**src/rtl/irq_ctrl_pkg.sv**
```systemverilog
// rtl/irq_ctrl_pkg.sv - shared types, widths and vector helper for the interrupt controller
package irq_ctrl_pkg;

    // Width of a line index; covers up to 16 interrupt lines.
    localparam int IRQ_IDX_W = 4;
    // Width of the ISR vector presented to the control unit.
    localparam int IRQ_VEC_W = 16;

    typedef enum logic {
        ST_IDLE    = 1'b0,
        ST_SERVICE = 1'b1
    } irq_state_e;

    // Vector for a given line index. The spurious vector is the slot one past the
    // last real line, i.e. idx = NUM_IRQ. Arithmetic wraps at 16 bits.
    function automatic logic [IRQ_VEC_W-1:0] irq_vector(
        input logic [IRQ_VEC_W-1:0] base,
        input int                   stride,
        input int                   idx
    );
        logic [31:0] offset;
        offset = 32'(idx * stride);
        return base + offset[IRQ_VEC_W-1:0];
    endfunction

endpackage

```
**src/rtl/irq_prio_enc.sv**
```systemverilog
// rtl/irq_prio_enc.sv - fixed-priority encoder, lowest requesting index wins
//
// Ports:
//   req   in  NUM_IRQ  requesting lines (pending & enable)
//   valid out 1        at least one line is requesting
//   idx   out 4        index of the lowest requesting line (0 when none)
module irq_prio_enc
    import irq_ctrl_pkg::*;
#(
    parameter int NUM_IRQ = 8
) (
    input  logic [NUM_IRQ-1:0]   req,
    output logic                 valid,
    output logic [IRQ_IDX_W-1:0] idx
);

    // Scan from the top down so the last hit, the lowest index, is what remains.
    always_comb begin
        valid = 1'b0;
        idx   = '0;
        for (int i = NUM_IRQ - 1; i >= 0; i--) begin
            if (req[i]) begin
                valid = 1'b1;
                idx   = IRQ_IDX_W'(i);
            end
        end
    end

endmodule

```
**src/rtl/irq_ctrl.sv**
```systemverilog
// rtl/irq_ctrl.sv - edge-triggered, prioritised interrupt controller with ack/EOI handshake
//
// Ports:
//   I_clk          in  1        system clock, rising edge
//   I_reset        in  1        synchronous active-high reset
//   I_irq_lines    in  NUM_IRQ  asynchronous rising-edge interrupt requests
//   I_irq_en_we    in  1        enable register write strobe
//   I_irq_en       in  NUM_IRQ  new enable mask (1 = enabled)
//   I_irq_ack      in  1        acknowledge pulse from the control unit
//   I_irq_eoi      in  1        end-of-interrupt pulse from return-from-ISR
//   O_irq_active   out 1        interrupt request to the control unit
//   O_irq_vector   out 16       vector of the last acknowledged interrupt
//   O_irq_spurious out 1        last ack found nothing to serve
//   O_pending      out NUM_IRQ  raw pending bits
//   O_in_service   out 1        an ISR is running
module irq_ctrl
    import irq_ctrl_pkg::*;
#(
    parameter int                   NUM_IRQ       = 8,
    parameter logic [IRQ_VEC_W-1:0] VECTOR_BASE   = 16'h0010,
    parameter int                   VECTOR_STRIDE = 2
) (
    input  logic                 I_clk,
    input  logic                 I_reset,
    input  logic [NUM_IRQ-1:0]   I_irq_lines,
    input  logic                 I_irq_en_we,
    input  logic [NUM_IRQ-1:0]   I_irq_en,
    input  logic                 I_irq_ack,
    input  logic                 I_irq_eoi,
    output logic                 O_irq_active,
    output logic [IRQ_VEC_W-1:0] O_irq_vector,
    output logic                 O_irq_spurious,
    output logic [NUM_IRQ-1:0]   O_pending,
    output logic                 O_in_service
);

    localparam logic [IRQ_VEC_W-1:0] SPURIOUS_VECTOR =
        irq_vector(VECTOR_BASE, VECTOR_STRIDE, NUM_IRQ);

    // Synchroniser and edge-detect pipeline.
    logic [NUM_IRQ-1:0] sync1_q, sync1_d;
    logic [NUM_IRQ-1:0] sync2_q, sync2_d;
    logic [NUM_IRQ-1:0] sync3_q, sync3_d;

    // After reset the sync flops hold zeros rather than real samples, so a line
    // that is already high would look like a fresh rising edge. prime_q counts
    // the cycles until sync2 carries real data; a line is armed only once it
    // has been genuinely seen low, so a held line must fall and rise again.
    logic [1:0]         prime_q, prime_d;
    logic               primed;
    logic [NUM_IRQ-1:0] armed_q, armed_d;

    logic [NUM_IRQ-1:0]   pending_q, pending_d;
    logic [NUM_IRQ-1:0]   en_q, en_d;
    irq_state_e           state_q, state_d;
    logic                 active_q, active_d;
    logic [IRQ_VEC_W-1:0] vector_q, vector_d;
    logic                 spurious_q, spurious_d;

    logic [NUM_IRQ-1:0]   edge_det;
    logic [NUM_IRQ-1:0]   clear;
    logic                 win_valid;
    logic [IRQ_IDX_W-1:0] win_idx;

    irq_prio_enc #(
        .NUM_IRQ (NUM_IRQ)
    ) u_prio_enc (
        .req   (pending_q & en_q),
        .valid (win_valid),
        .idx   (win_idx)
    );

    assign primed = (prime_q == 2'd2);

    always_comb begin
        sync1_d = I_irq_lines;
        sync2_d = sync1_q;
        sync3_d = sync2_q;

        prime_d  = primed ? prime_q : prime_q + 2'd1;
        armed_d  = armed_q | ({NUM_IRQ{primed}} & ~sync2_q);
        edge_det = sync2_q & ~sync3_q & armed_q;

        en_d = I_irq_en_we ? I_irq_en : en_q;

        clear      = '0;
        state_d    = state_q;
        vector_d   = vector_q;
        spurious_d = spurious_q;

        case (state_q)
            ST_IDLE: begin
                // EOI is meaningless here and is dropped.
                if (I_irq_ack) begin
                    if (win_valid) begin
                        vector_d   = irq_vector(VECTOR_BASE, VECTOR_STRIDE, int'(win_idx));
                        spurious_d = 1'b0;
                        state_d    = ST_SERVICE;
                        for (int i = 0; i < NUM_IRQ; i++) begin
                            clear[i] = (win_idx == IRQ_IDX_W'(i));
                        end
                    end else begin
                        vector_d   = SPURIOUS_VECTOR;
                        spurious_d = 1'b1;
                    end
                end
            end
            ST_SERVICE: begin
                // EOI has precedence; any ack seen here is ignored.
                if (I_irq_eoi) begin
                    state_d = ST_IDLE;
                end
            end
            default: begin
                state_d = ST_IDLE;
            end
        endcase

        // A new edge on the bit being cleared re-sets it, so it is not lost.
        pending_d = (pending_q & ~clear) | edge_det;

        // Request drops in the cycle after an ack is taken and stays low
        // throughout SERVICE.
        active_d = (state_d == ST_IDLE) && win_valid;
    end

    always_ff @(posedge I_clk) begin
        if (I_reset) begin
            sync1_q    <= '0;
            sync2_q    <= '0;
            sync3_q    <= '0;
            prime_q    <= '0;
            armed_q    <= '0;
            pending_q  <= '0;
            en_q       <= '0;
            state_q    <= ST_IDLE;
            active_q   <= 1'b0;
            vector_q   <= '0;
            spurious_q <= 1'b0;
        end else begin
            sync1_q    <= sync1_d;
            sync2_q    <= sync2_d;
            sync3_q    <= sync3_d;
            prime_q    <= prime_d;
            armed_q    <= armed_d;
            pending_q  <= pending_d;
            en_q       <= en_d;
            state_q    <= state_d;
            active_q   <= active_d;
            vector_q   <= vector_d;
            spurious_q <= spurious_d;
        end
    end

    assign O_irq_active   = active_q;
    assign O_irq_vector   = vector_q;
    assign O_irq_spurious = spurious_q;
    assign O_pending      = pending_q;
    assign O_in_service   = (state_q == ST_SERVICE);

endmodule
```
**config.mk**
```make
export PLATFORM = sky130hd
export DESIGN_NAME = irq_ctrl
export DESIGN_NICKNAME = d
export VERILOG_FILES = /design/src/rtl/irq_ctrl_pkg.sv /design/src/rtl/irq_prio_enc.sv /design/src/rtl/irq_ctrl.sv
export SDC_FILE = /design/constraint.sdc
export NUM_CORES = 1
export LEC_CHECK = 0
export CORE_AREA = 5 5 98 77
export DETAILED_ROUTE_END_ITERATION = 7
export DIE_AREA = 0 0 103 82
export GPL_ROUTABILITY_DRIVEN = 0
export PLACE_DENSITY_LB_ADDON = 0.08
export SLEW_MARGIN = 20
export SYNTH_ARGS = -nofsm -noshare
export SYNTH_HDL_FRONTEND = slang
export SYNTH_HIERARCHICAL = 1
export SYNTH_SLANG_ARGS = --single-unit
```
**constraint.sdc**
```tcl
create_clock -name I_clk -period 3.6 [get_ports I_clk]
set_input_delay 0.72 -clock I_clk [delete_from_list [all_inputs] [get_ports I_clk]]
set_output_delay 0.72 -clock I_clk [all_outputs]
set_load 0.005 [all_outputs]
```
==> impl_results.md <==
- Clock Sinks: 58
- Crit-path leading delay family: simple AND/OR/NAND/NOR gates
- CTS tree: done
- Post-CTS resize count: 0
- Initial antenna violation count: 0
- Slowest stage delay, CP: 540 ps
- Comb pwr share: 0.133
- Synth unique cells: 33
- Sw frac: 0.2492
- Number of H-tree levels: 3
- Most frequent cell after synthesis: dfxtp_1
- Leak: 1.083 nW
- CTS root buf: clkbuf_8
- Synth top cells by count: dfxtp_1 (58), nor2_1 (32), nor2b_1 (26), a21oi_1 (15)
- Startpoint types: flip-flop
- Worst-Skew Late Latency: between 300 and 400 ps
- Via count: 1532
- Tcrit/Tclk final: 0.6175
- Worst Setup End Kind: flip-flop
- Crit path arrival time: 2440 ps
- Peak VDD IR: 0.2021 mV
- Buffers added on ports: 36
- Row count: 26
- Final hold vios: 0
- CP max stage cell: or4b_1
- Initial Util: 0.3262
- Hpwl dp: 3017 um
- Post-synth ARST share: 0
- Status: complete, no violations
- Sequential share of power: 0.507
- Setup tns final: 0 ps
- Hold Path Class: reg2reg
- CTS buffer count: 9
- First-pass GRT wire length: 7148 um
- Total core area: about 6600 um2
- Slew HR: 0.6530
- Syn_area_per_cell: 9.655 um2
- Post-Synthesis Cells: 222
- Syn Std Cell Area: 2143 um2
- Area of the die: 8446 um2
- Synth area leaders: dfxtp_1 (54%), nor2b_1 (7.6%), nor2_1 (5.6%), buf_4 (4.2%), mux2i_1 (3.7%)
- End-of-flow core utilization: 0.4126
- Die height: approximately 80 um
- Final nets: 283
- Post-CTS Setup Bufs: 0
- Worst Path Required: ~3800 ps
- Internal power: 1.077 mW
- Via density: between 4 and 5
- Syn. warnings: 6
- Initial DRC count: 42
- Top_reg_cell synth: dfxtp_1
- Vias in the first global route: 1523
- Area delta synth->final: 26.50%
- Crit-path cells: and2_1 > nor2_1 > o21ai_0 > a211oi_1 > nand4b_2 > or4b_1 > a32o_1
- Max Root-Sink Buffers: 2
- FF+latch count, synth: between 50 and 60
- Io pins: 48
- Die X-Extent: 103 um
- Clock transition at the registers of the reported paths: approximately 60 ps
- RSZ-0062 raised after global routing: false
- Share of post-route cells with drive strength above 1: 0.07170
- Largest area contributor in the netlist: dfxtp_1
- Setup Crit Path Kind: reg2reg
- Clock power frac: 0.359
- Peak Freq: 0.4499 GHz
- Post-DRT Antenna Nets: 0
- Max cap viols: 0
- Total GRT Usage: 0.1143
- Power per cell area: 529.3 nW/um2
- Ant. Diodes: 0
- GRT Residual Overflow: 0
- Largest net degree at the start of global routing: 49
- Crit path max fanout: 5
- Switching pwr: 0.3577 mW
- Finish-stage setup viols: 0
- DR DRC count: 0
- Yosys top cell area share: 0.5417
- Minimum clock period: 2223 ps
- DR WL/cell: 12.40 um
- EDFF count, synth: 0
- Buffers & Inverters on Critical Path: 0
- First-pass detailed-route iteration total: 4
- Register area share after synthesis: 0.5417
- Worst Skew: 4.411 ps
- Slew Viols, Final: 0
- Post-CTS Hold Buffers: 0
- WL final: 4327 um
- Slew @ Worst Pin: 519.5 ps
[stage by stage]
| stage | setup slack, ps | instances | instance area [um2] | power [mW] | hold slack (ps) |
|---|---|---|---|---|---|
| floorplan | 1627 | 232 | 2181 | 0.8765 | 399.5 |
| CTS | 1353 | 349 | 2711 | 1.457 | 423.1 |
| global placement | 1226 | 334 | 2541 | 0.9330 | 411.4 |
| global route | 1216 | 349 | 2711 | 1.526 | 444.4 |
| finish | 1377 | 349 | 2711 | 1.435 | 423.6 |
| detailed placement | 1193 | 334 | 2541 | 0.9356 | 414.5 |
[power by group through the flow]
stage | sequential (mW) | clock (mW) | combinational (mW)
final | 0.728 | 0.516 | 0.191
after global routing | 0.736 | 0.565 | 0.224
after floorplan | 0.736 | 0 | 0.140
after global placement | 0.743 | 0 | 0.191
after detailed placement | 0.743 | 0 | 0.193
after CTS | 0.729 | 0.533 | 0.195
[cell type report]
type                       instances  area (um2)
timing repair buffer              38       375.4
multi-input combinational        142       854.6
clock buffer                      12       155.1
inverter                          12       45.04
tap                               84       105.1
sequential                        58        1161
clock inverter                     3       15.01
fill                             671        3860
[worst register-to-register path, stage by stage, from the launching register on]
cell and delay (ps):
dfxtp_1 320, and2_1 180, nor2_1 100, o21ai_0 100, a211oi_1 390, nand4b_2 220
or4b_1 540, a32o_1 260
[registers in the layout, summed over array words and instances (netlist names)]
| signal | cells |
|---|---|
| sync1_q | 8 |
| en_q | 8 |
| O_irq_active | 1 |
| armed_q | 8 |
| O_irq_vector | 5 |
| O_pending | 8 |
| prime_q | 2 |
| sync3_q | 8 |
| O_in_service | 1 |
| sync2_q | 8 |
| O_irq_spurious | 1 |
[placed cells by master, fill, tap and decap left out, drive strengths merged]
cell type,netlist,routed
nand2b,3,3
o21bai,1,1
and4,1,1
nor4bb,1,1
nor4,2,2
nor3b,1,1
mux2i,8,8
conb,2,12
nor2,32,32
nand4b,2,2
a211oi,1,1
nor2b,26,26
clkbuf,8,12
xor2,1,1
nand2,6,6
o211a,1,1
dfxtp,58,58
clkinv,0,3
or4b,1,1
inv,12,12
a32o,7,7
ha,1,1
and2,8,8
nand3,3,3
or4,1,1
a21oi,15,15
clkdlybuf4s50,0,36
nand3b,2,2
buf,12,2
and4bb,1,1
o21ai,2,2
o41ai,2,2
o211ai,1,1
[layer usage]
layer / wire length (um) / vias up / track usage
met3: 263 / 2 / 0.06621
met4: 31 / 0 / 0.03881
met5: 0 / - / 0
met1: 2210 / 702 / 0.1421
met2: 1821 / 33 / 0.1645
li1: - / 795 / -
[cell families after synthesis]
family | synth area share
flip-flops | 0.5417
AND/OR/NAND/NOR | 0.2347
multiplexers | 0.03736
AO/OA/AOI/OAI | 0.09574
adder cells (fa/ha/maj) | 0.005837
XOR/XNOR | 0.004087
buffers and inverters | 0.07706
other | 0.003504
[worst paths after layout]
path | from | endpoint | slack [ps] | cells past startpoint
worst max-delay path | O_pending[5]$_SDFF_PP0_ | O_pending[6]$_SDFF_PP0_ | 1380 | 7
worst min-delay path | sync3_q[7]$_SDFF_PP0_ | O_pending[7]$_SDFF_PP0_ | 420 | 1
worst min register to register | sync3_q[7]$_SDFF_PP0_ | O_pending[7]$_SDFF_PP0_ | 420 | 1
worst max register to register | O_pending[5]$_SDFF_PP0_ | O_pending[6]$_SDFF_PP0_ | 1380 | 7
(Power assumes the default switching activity.)
